===== src/rtl/text_banner_gen_pkg.sv =====
// Shared glyph constants for the banner renderer and its font ROM interface.
package text_banner_gen_pkg;

  localparam int unsigned GLYPH_W = 8;
  localparam int unsigned GLYPH_H = 16;
  localparam int unsigned ROM_AW  = 6;

  localparam logic [1:0] CODE_I = 2'd1;
  localparam logic [1:0] CODE_S = 2'd2;
  localparam logic [1:0] CODE_A = 2'd3;

endpackage


===== src/rtl/text_banner_gen_blink_timer.sv =====
// Frame counter that toggles banner visibility every BlinkFrames frames.
module text_banner_gen_blink_timer #(
  parameter int unsigned BlinkFrames = 30
) (
  input  logic clk_i,
  input  logic reset_i,
  input  logic tick_i,
  input  logic frame_start_i,
  input  logic blink_en_i,
  output logic visible_o
);

  localparam int unsigned CntW = (BlinkFrames > 1) ? $clog2(BlinkFrames) : 1;
  localparam logic [CntW-1:0] CntMax = CntW'(BlinkFrames - 1);

  logic [CntW-1:0] cnt_q, cnt_d;
  logic            visible_q, visible_d;

  always_comb begin
    cnt_d     = cnt_q;
    visible_d = visible_q;
    if (tick_i) begin
      if (!blink_en_i) begin
        // Disabling blink forces the banner back on immediately.
        cnt_d     = '0;
        visible_d = 1'b1;
      end else if (frame_start_i) begin
        if (cnt_q == CntMax) begin
          cnt_d     = '0;
          visible_d = ~visible_q;
        end else begin
          cnt_d = cnt_q + 1'b1;
        end
      end
    end
  end

  always_ff @(posedge clk_i) begin
    if (reset_i) begin
      cnt_q     <= '0;
      visible_q <= 1'b1;
    end else begin
      cnt_q     <= cnt_d;
      visible_q <= visible_d;
    end
  end

  assign visible_o = visible_q;

endmodule


===== src/rtl/text_banner_gen.sv =====
// Two-stage pixel pipeline drawing the "ISA" banner from the glyph font ROM,
// with hsync/vsync delayed to stay aligned with the pixel stream.
module text_banner_gen
  import text_banner_gen_pkg::*;
#(
  parameter int unsigned X0           = 16,
  parameter int unsigned Y0           = 32,
  parameter int unsigned SCALE_LOG2   = 0,
  parameter int unsigned BLINK_FRAMES = 30,
  parameter logic [11:0] FG_COLOR     = 12'hFFF,
  parameter logic [11:0] BG_COLOR     = 12'h008
) (
  input  logic              clk,
  input  logic              reset,
  input  logic              pixel_tick,
  input  logic              video_on,
  input  logic              hsync_in,
  input  logic              vsync_in,
  input  logic [9:0]        pixel_x,
  input  logic [9:0]        pixel_y,
  input  logic              blink_en,
  output logic [ROM_AW-1:0] rom_addr,
  input  logic [7:0]        rom_data,
  output logic              text_on,
  output logic [11:0]       rgb,
  output logic              hsync_out,
  output logic              vsync_out
);

  localparam int unsigned BoxW = (3 * GLYPH_W) << SCALE_LOG2;
  localparam int unsigned BoxH = GLYPH_H << SCALE_LOG2;
  localparam logic [10:0] XLo  = 11'(X0);
  localparam logic [10:0] XHi  = 11'(X0 + BoxW);
  localparam logic [10:0] YLo  = 11'(Y0);
  localparam logic [10:0] YHi  = 11'(Y0 + BoxH);

  logic              in_box;
  logic [9:0]        dx, dy;
  logic [4:0]        rx;
  logic [3:0]        ry;
  logic [ROM_AW-1:0] rom_addr_d;
  logic [2:0]        col_d;
  logic              frame_start;
  logic              visible;
  logic              text_on_next;
  logic [11:0]       rgb_next;

  // Stage-1 and stage-2 pipeline registers.
  logic [ROM_AW-1:0] rom_addr_q;
  logic [2:0]        col_q;
  logic              in_box_q, video_on_q, hsync_q, vsync_q;
  logic              text_on_q, hsync_out_q, vsync_out_q;
  logic [11:0]       rgb_q;

  always_comb begin
    in_box = ({1'b0, pixel_x} >= XLo) && ({1'b0, pixel_x} < XHi) &&
             ({1'b0, pixel_y} >= YLo) && ({1'b0, pixel_y} < YHi);
    dx     = pixel_x - XLo[9:0];
    dy     = pixel_y - YLo[9:0];
    rx     = 5'(dx >> SCALE_LOG2);
    ry     = 4'(dy >> SCALE_LOG2);
    // Out-of-box pixels point at glyph 0, which the ROM keeps blank.
    rom_addr_d = in_box ? {rx[4:3] + CODE_I, ry} : '0;
    col_d      = in_box ? rx[2:0] : 3'd0;
  end

  assign frame_start = pixel_tick && (pixel_x == 10'd0) && (pixel_y == 10'd0);

  text_banner_gen_blink_timer #(
    .BlinkFrames (BLINK_FRAMES)
  ) u_blink_timer (
    .clk_i         (clk),
    .reset_i       (reset),
    .tick_i        (pixel_tick),
    .frame_start_i (frame_start),
    .blink_en_i    (blink_en),
    .visible_o     (visible)
  );

  // Glyph bit 7 is the leftmost pixel of a row.
  always_comb begin
    text_on_next = in_box_q & video_on_q & visible & rom_data[3'd7 - col_q];
    rgb_next     = text_on_next ? FG_COLOR : (video_on_q ? BG_COLOR : 12'h000);
  end

  always_ff @(posedge clk) begin
    if (reset) begin
      rom_addr_q  <= '0;
      col_q       <= '0;
      in_box_q    <= 1'b0;
      video_on_q  <= 1'b0;
      hsync_q     <= 1'b0;
      vsync_q     <= 1'b0;
      text_on_q   <= 1'b0;
      rgb_q       <= '0;
      hsync_out_q <= 1'b0;
      vsync_out_q <= 1'b0;
    end else if (pixel_tick) begin
      rom_addr_q  <= rom_addr_d;
      col_q       <= col_d;
      in_box_q    <= in_box;
      video_on_q  <= video_on;
      hsync_q     <= hsync_in;
      vsync_q     <= vsync_in;
      text_on_q   <= text_on_next;
      rgb_q       <= rgb_next;
      hsync_out_q <= hsync_q;
      vsync_out_q <= vsync_q;
    end
  end

  assign rom_addr  = rom_addr_q;
  assign text_on   = text_on_q;
  assign rgb       = rgb_q;
  assign hsync_out = hsync_out_q;
  assign vsync_out = vsync_out_q;

endmodule


===== config.mk =====
export PLATFORM = sky130hd
export DESIGN_NAME = text_banner_gen
export DESIGN_NICKNAME = d
export VERILOG_FILES = /design/src/rtl/text_banner_gen_pkg.sv /design/src/rtl/text_banner_gen_blink_timer.sv /design/src/rtl/text_banner_gen.sv
export SDC_FILE = /design/constraint.sdc
export NUM_CORES = 1
export LEC_CHECK = 0
export ABC_AREA = 1
export CAP_MARGIN = 20
export CORE_UTILIZATION = 34
export CTS_CLUSTER_SIZE = 16
export DETAILED_ROUTE_END_ITERATION = 12
export PLACE_DENSITY = 0.65
export SETUP_SLACK_MARGIN = 0.5
export SYNTH_ARGS = -nofsm -noshare
export SYNTH_HDL_FRONTEND = slang
export SYNTH_SLANG_ARGS = --single-unit

===== constraint.sdc =====
create_clock -name clk -period 2.8 [get_ports clk]
set_input_delay 0.28 -clock clk [delete_from_list [all_inputs] [get_ports clk]]
set_output_delay 0.28 -clock clk [all_outputs]
set_load 0.01 [all_outputs]

# Word level (Yosys, flattened, before mapping)
# Cells that the tools add are included.
dict set report word_totals {
  regBits 34
  inputBits 35
  output_inout_bits 21
}
dict set report op_classes {
  n_addsub 5
  magnitude_cmp 5
  eq_ne 3
  muxes 12
  n_bitwise 4
  reduce_logical 9
}
# operator count
set ops {}
lappend ops {{10-bit zero test} 2}
lappend ops {{10-bit by 6-bit < comparator with 1-bit output (second input constant)} 2}
lappend ops {{5-bit 2-to-1 mux} 3}
lappend ops {{12-bit 2-to-1 mux} 1}
lappend ops {{10-bit by 5-bit >= comparator with 1-bit output (second input constant)} 1}
lappend ops {{10-bit by 6-bit >= comparator with 1-bit output (second input constant)} 1}
lappend ops {{6-bit 2-to-1 mux} 1}
lappend ops {{5-bit by 1-bit adder with 5-bit output (second input constant)} 1}
lappend ops {{5-bit equality test (second input constant)} 1}
lappend ops {{1-bit logical AND} 5}
lappend ops {{5-bit subtractor (second input constant)} 1}
lappend ops {{3-bit by 4-bit < comparator with 1-bit output (second input constant)} 1}
lappend ops {{1-bit 2-to-1 mux} 4}
lappend ops {{4-bit 2-to-1 mux} 1}
lappend ops {{2-bit by 1-bit != test with 1-bit output (second input constant)} 2}
lappend ops {{4-bit by 1-bit subtractor with 4-bit output (second input constant)} 1}
lappend ops {{1-bit bitwise AND} 3}
lappend ops {{1-bit binary-select mux with 3-bit select} 1}
lappend ops {{3-bit 2-to-1 mux} 1}
lappend ops {{3-bit AND reduction} 1}
lappend ops {{3-bit subtractor (first input constant)} 1}
lappend ops {{2-bit by 1-bit adder with 2-bit output (second input constant)} 1}
lappend ops {{2-bit AND reduction} 1}
lappend ops {{1-bit inverter} 1}

# Depth between registers and ports, before layout
# Gate-level depths: netlist of run 1.
dict set report logic_depth {
  depth_word 5
  depth_mapped 9
}

# Modules after synthesis
# Synthesis of run 1 repeated with hierarchy kept, for this count alone.
dict set report hier_totals {
  cells_unflattened 174
  hier_area_um2 1238.7
}
# mod instances cells_each area_each_um2 seq_area_each_um2
set modules_own_cells {}
lappend modules_own_cells {text_banner_gen 1 129 882.1 340.3}
lappend modules_own_cells {text_banner_gen_blink_timer 1 45 356.6 120.1}

# Worst setup path after synthesis of run 1
# OpenSTA, ideal clock, no wires.
dict set report synth_timing {
  path_kind {input port to flip-flop}
  startpoint {in pixel_y[7]}
  endpoint {reg rom_addr_q[5], in the netlist rom_addr[5]}
  setup_time_ps 70
  arrival_ps 1074
  t_required_ps 2730
  slack_ps 1656
  path_stages 6
  n_path_buf 0
  cell_sequence {nor2_1 nand2_1 nor2_1 nor3b_4 o21ai_1 a21oi_1}
}
dict set report synth_via {
  elab_chain_len 4
  word_cells_on_any_way 5
  cone_classes {order compare: 2; mux: 1; reduce/logical: 2}
}
# item line
set synth_lines {}
lappend synth_lines {{start: declaration} text_banner_gen.sv:20} ;# input logic [9:0] pixel_y,
lappend synth_lines {{10-bit by 6-bit >= comparator with 1-bit output} text_banner_gen.sv:57} ;# ({1'b0, pixel_y} >= YLo) && ({1'b0, pixel_y} < YHi);
lappend synth_lines {{1-bit logical AND} text_banner_gen.sv:56} ;# in_box = ({1'b0, pixel_x} >= XLo) && ({1'b0, pixel_x} < XHi) &&
lappend synth_lines {{1-bit logical AND (*)} text_banner_gen.sv:57}
lappend synth_lines {{6-bit 2-to-1 mux (*)} text_banner_gen.sv:63} ;# rom_addr_d = in_box ? {rx[4:3] + CODE_I, ry} : '0;
lappend synth_lines {{end signal: assignment} text_banner_gen.sv:99} ;# rom_addr_q <= rom_addr_d;
lappend synth_lines {{end: declaration} text_banner_gen.sv:49} ;# logic [ROM_AW-1:0] rom_addr_q;
# Every way passes the cells marked *; elsewhere a longest branch is shown, timed or not.
# A chain may end at the register's enable or synchronous reset.

==> results of run 1 <==
## metrics by stage
step	hold slack [ns]	total power (uW)	worst slack [ns]	instance area (um2)
2_1_floorplan	0.4149	387.3	1.656	1240
3_3_place_gp	0.4489	450.6	1.012	1748
3_5_place_dp	0.4561	451.2	0.9935	1748
4_1_cts	0.4751	603.9	1.036	1775
5_1_grt	0.5056	633.7	0.9701	1775
6_report	0.4697	594.3	1.074	1775
## how the worst min path moves through the flow
stage / cells after the start / to / slack, ns / start
floorplan: 2 / hsync_q$_SDFFE_PP0P_ / 0.41 / hsync_in
global route: 2 / rom_addr[2]$_SDFFE_PP0P_ / 0.51 / rom_addr[2]$_SDFFE_PP0P_
CTS: 2 / rgb[3]$_SDFFE_PP0P_ / 0.48 / rgb[3]$_SDFFE_PP0P_
detailed placement: 2 / rgb[3]$_SDFFE_PP0P_ / 0.46 / rgb[3]$_SDFFE_PP0P_
global placement: 2 / rgb[3]$_SDFFE_PP0P_ / 0.45 / rgb[3]$_SDFFE_PP0P_
finish: 2 / rgb[3]$_SDFFE_PP0P_ / 0.47 / rgb[3]$_SDFFE_PP0P_
## worst min-delay path, stage by stage (launching register included)
cell and delay [ns]:
dfxtp_1 0.33, nand2_1 0.06, a21oi_1 0.05
## area by class of cell
type | count | area [um2] | share of cell area, %
multi-input cells | 134 | 619.3 | 34.88
repair buffers | 57 | 565.5 | 31.85
flip-flops and latches | 23 | 460.4 | 25.93
well taps | 46 | 57.56 | 3.242
inverters | 12 | 45.04 | 2.537
clock buffers | 3 | 22.52 | 1.269
clock inverters | 1 | 5.005 | 0.2819
## logic make-up after synthesis
family,Yosys count
AOI/OAI and AO/OA,24
xor gates and xnor gates,1
adders and majority gates,2
buffers and inverters,29
DFF,23
and+or+nand+nor,107
## flip-flops by register name, summed over array words and instances (netlist names)
| signal | count |
|---|---|
| u_blink_timer.cnt_q | 5 |
| col_q | 3 |
| hsync_out | 1 |
| vsync_q | 1 |
| rgb | 2 |
| vsync_out | 1 |
| video_on_q | 1 |
| u_blink_timer.visible_o | 1 |
| in_box_q | 1 |
| hsync_q | 1 |
| rom_addr | 6 |
## power by group
part	switching (uW)	internal, uW
sequential	5.20	335
clock	97.6	53.3
combinational	42.3	60.9
total	145	449
## metal layers
metal | wire length (um) | global-route usage (%)
met1 | 1285 | 19.21
met2 | 1197 | 25.14
met3 | 142 | 2.920
met4 | 24 | 5.233
met5 | 0 | 0
## cell usage in the layout, fill, tap and decap left out, drive strengths merged
cell	count
nand2	53
nand3	17
o21ai	7
nand3b	1
nor3	2
clkdlybuf4s50	55
nor3b	1
nor2	28
xnor2	1
nand4	5
a21oi	17
clkbuf	3
ha	2
clkinv	2
buf	2
inv	11
dfxtp	23
==> impl_metrics.csv, run 1 <==
group,metric,value,unit
setup_path,worst-path-buf-inv,1,
routing,dr.pass1.iters,4,
cells_and_area,post-route-util,51.98,%
synth,avgSynthCellArea,6.666,um2
cts,clkTransAtPathRegs,0.13,ns
cells_and_area,area_growth,43.19,%
cts,postCtsHoldBufs,0,
pwr,powerDensity,334.7,mW/mm2
setup_path,crit_chain,"clkdlybuf4s50_1",
cts,cts_resized,0,
floorplan,die_area,0.003893,mm2
cts,clockBufferDepth,2,
synth,ys_ff_latch,23,
cts,cts_sinks,23,
synth,synth-xor-area-share,0.7064,%
sta,period_needed,1.726,ns
setup_path,reg2regPathDepth,7,
sta,tns,0,ns
cts,cts-root-buf,"clkbuf_4",
synth,netlist_area,0.001240,mm2
cells_and_area,num_antenna_cells,0,
setup_path,worstSetupStartpoint,"rgb[10]$_SDFFE_PP0P_",
sta,skew,0.01248,ns
placement,hpwl,2034,um
floorplan,die_y,62.39,um
routing,post_drt_wl_per_cell,9.598,um
floorplan,start_util,36.30,%
grt,overflow,0,
synth,synthTopCellsByCount,"nand2_1, nor2_1, dfxtp_1",
setup_path,regToRegEndpoint,"u_blink_timer.cnt_q[3]$_SDFFE_PP0P_",
cts,post-cts-setup-buffers,0,
sta,finalHoldViolations,0,
synth,synth-edff-count,0,
sta,setup_viol,0,
setup_path,slowest_stage,"clkdlybuf4s50_1",
grt,grt_pass1_wl,4795,um
grt,antenna_found_initial,0,
grt,grt_max_degree,18,
routing,vias,1269,
synth,ys_warn_count,0,
pwr,leakagePower,0.0006754,uW
status,status,"finished clean",
synth,synthMuxAreaShare,0,%
setup_path,crit_end,"rgb[11]",
cts,cts_tree,"done",
placement,numPortBuffers,55,
synth,synth_top_cell_by_area,"dfxtp_1",
synth,netlist.area_leader.share,37.13,%
routing,drcViolationCount,0,
setup_path,required,2.52,ns
synth,ys_types,22,
synth,synth_top_family_by_area,"simple AND/OR/NAND/NOR gates",
worst_hold_path,hp-class,"reg2reg",
synth,synthArstFlopShare,0,%
synth,yosysMostFrequentCell,"nand2_1",
synth,yosys.area_share.simple,37.54,%
cells_and_area,drive_above_1_share,4.348,%
floorplan,die_x,62.39,um
sta,fin_crit_sh,61.65,%
cells_and_area,fillers,359,
cts,clock_latency,0.31,ns
placement,place_congestion,0.7870,
cells_and_area,final_nets,268,
setup_path,reg2reg_from,"u_blink_timer.cnt_q[1]$_SDFFE_PP0P_",
routing,ant_nets,0,
synth,yosysSeqAreaShare,37.13,%
setup_path,r2r_slack,1.48,ns
setup_path,critical-path-top-delay-family,"buffers and inverters",
synth,synthCells,186,
sta,fmax,0.5793,GHz
cells_and_area,stdcell_count,276,
floorplan,ios,56,
synth,yosys-top-cells-area,"dfxtp_1, nand2_1, nor2_1, a21oi_1, nand3_1",
cts,htree_levels,1,
setup_path,cp.arrival,1.45,ns
synth,synth_compound_area_share,9.687,%
setup_path,cp-end-kind,"primary output",
synth,synth_ff_type,"dfxtp_1",
run,maxCapViolations,0,
pwr,vdd_drop_max,0.1629,mV
synth,syn_nets,223,
sta,maxSlewHeadroom,69.41,%
sta,drv_slew,0,
grt,grt_usage,15.03,%
routing,wl,2649,um
sta,rsz0062_at_grt,"false",
cts,cts_buffers,3,
grt,grt_pass1_vias,1147,
floorplan,design.core.area,0.003416,mm2
placement,place_inst,272,
floorplan,rows,21,
routing,drt-initial-drc-count,37,
setup_path,crit_type,"reg2out",
routing,via_per_inst,4.598,
setup_path,start_kind,"register",
setup_path,worstPathMaxFanout,13,
setup_path,cp.depth,1,
setup_path,slowest_delay,0.61,ns
synth,synth-adder-area-share,2.018,%
sta,tightest_slew,0.4560,ns
(Power assumes the default switching activity.)
==> run 2: changes to the inputs <==
clock period = 1.8 ns   (was 2.8 ns; I/O delays follow)
==> impl_metrics.csv, run 2 (synthesis gave the netlist of run 1 again) <==
group,metric,value,unit
status,status,"finished clean",
sta,drv_slew,0,
grt,grt_pass1_wl,4885,um
routing,via_per_inst,4.630,
cts,postCtsHoldBufs,0,
setup_path,start_kind,"register",
floorplan,die_x,62.39,um
routing,wl_met2,1323,um
setup_path,worstPathMaxFanout,5,
cts,cts-root-buf,"clkbuf_4",
cells_and_area,final_nets,276,
cts,cts_sinks,23,
sta,rsz0062_at_grt,"true",
grt,grt_pass1_vias,1177,
sta,period_needed,1.260,ns
routing,wl_met1,1320,um
floorplan,design.core.area,0.003416,mm2
setup_path,cp-end-kind,"primary output",
floorplan,die_area,0.003893,mm2
routing,post_drt_wl_per_cell,10.02,um
routing,drt-initial-drc-count,38,
cts,clkTransAtPathRegs,0.12,ns
routing,drcViolationCount,0,
pwr,p_total,933.0,uW
setup_path,required,1.62,ns
pwr,leakagePower,0.0008395,uW
placement,place_inst,273,
floorplan,ios,56,
cts,clock_latency,0.31,ns
placement,numPortBuffers,55,
pwr,vdd_drop_max,0.2873,mV
routing,wl,2846,um
routing,wl_met3,171,um
placement,place_congestion,0.8190,
cells_and_area,largest_register_ffs,6,
placement,hpwl,2020,um
cells_and_area,stdcell_count,284,
cells_and_area,drive_above_1_share,15.55,%
pwr,powerDensity,498.1,mW/mm2
sta,fmax,0.7939,GHz
floorplan,rows,21,
sta,tns,0,ns
cts,cts_tree,"done",
cells_and_area,area_growth,51.06,%
sta,finalHoldViolations,0,
grt,grt_usage,15.31,%
cts,cts_buffers,3,
setup_path,crit_type,"reg2out",
setup_path,cp.arrival,1.08,ns
sta,setup_viol,0,
routing,top_layer,"met4",
grt,antenna_found_initial,0,
sta,tightest_slew,0.3401,ns
run,maxCapViolations,0,
sta,skew,0.0006707,ns
routing,vias,1315,
sta,maxSlewHeadroom,77.26,%
routing,dr.pass1.iters,4,
floorplan,start_util,36.30,%
worst_hold_path,hp-class,"in2reg",
setup_path,r2r_slack,0.55,ns
cells_and_area,num_antenna_cells,0,
cells_and_area,mostFrequentLayoutCell,"nand2_1",
grt,grt_max_degree,18,
sta,hold_ws,0.2119,ns
grt,overflow,0,
cells_and_area,final_cell_mix,"nand2_1, clkdlybuf4s50_1, nor2_1, dfxtp_1",
routing,ant_nets,0,
cts,clockBufferDepth,2,
floorplan,die_y,62.39,um
cts,htree_levels,1,
sta,fin_crit_sh,69.97,%
[run 2: cell count changes in the layout (fill, tap and decap cells not counted), moves of 3 or more]
cell,delta
clkdlybuf4s50_1,-25
buf_4,+5
dfxtp_1,-3
dlymetal6s2s_1,+4
dfxtp_4,+3
a21oi_1,-4
a21oi_2,+4
dlygate4sd2_1,+16
clkbuf_2,+5
[run 2: path summary, 6_finish.rpt]
path / from / to / depth (start not counted)
worst min register to register: rom_addr[0]$_SDFFE_PP0P_ / rom_addr[0]$_SDFFE_PP0P_ / 2
worst min-delay path: pixel_x[3] / rom_addr[4]$_SDFFE_PP0P_ / 4
worst max-delay path: rgb[10]$_SDFFE_PP0P_ / rgb[0] / 2
worst max register to register: u_blink_timer.cnt_q[0]$_SDFFE_PP0P_ / u_blink_timer.cnt_q[4]$_SDFFE_PP0P_ / 7
[run 2: what timing repair did]
item / in CTS / in global routing
buffers inserted: 3 / 4
pin swaps: 1 / 14
gates resized for setup: 31 / 29
setup endpoints to repair: 24 / 17
[run 2: area by class of cell]
type	count	area (um2)
clock buffers	4	26.28
fillers	364	1543
inverters	12	47.55
multi-input cells	134	674.4
flip-flops and latches	23	471.7
well taps	46	57.56
repair buffers	65	595.6
[run 2: routing by layer]
layer  track usage [%]  vias up
met5                 0        -
met1             18.71      570
li1                  -      694
met4             4.360        0
met3             4.015        4
met2             26.37       47
[run 2: critical path, stage by stage (launching register included)]
cell and delay, ns:
dfxtp_4 0.37, buf_4 0.13, dlygate4sd2_1 0.27
[run 2: power breakdown]
part / internal, uW / switching, uW / leakage [uW]
sequential: 518 / 9.68 / 0.000189
clock: 86.6 / 151 / 0.0000150
combinational: 97.1 / 70.5 / 0.000635
[run 2: metrics by stage]
step                      cell area [um2]  utilization (%)  setup slack [ns]
after global routing                 1873            54.84            0.4358
after global placement               1755            51.39            0.1673
final                                1873            54.84            0.5405
after CTS                            1788            52.34            0.5114
after detailed placement             1755            51.39            0.1555
after floorplan                      1240                -            0.6572
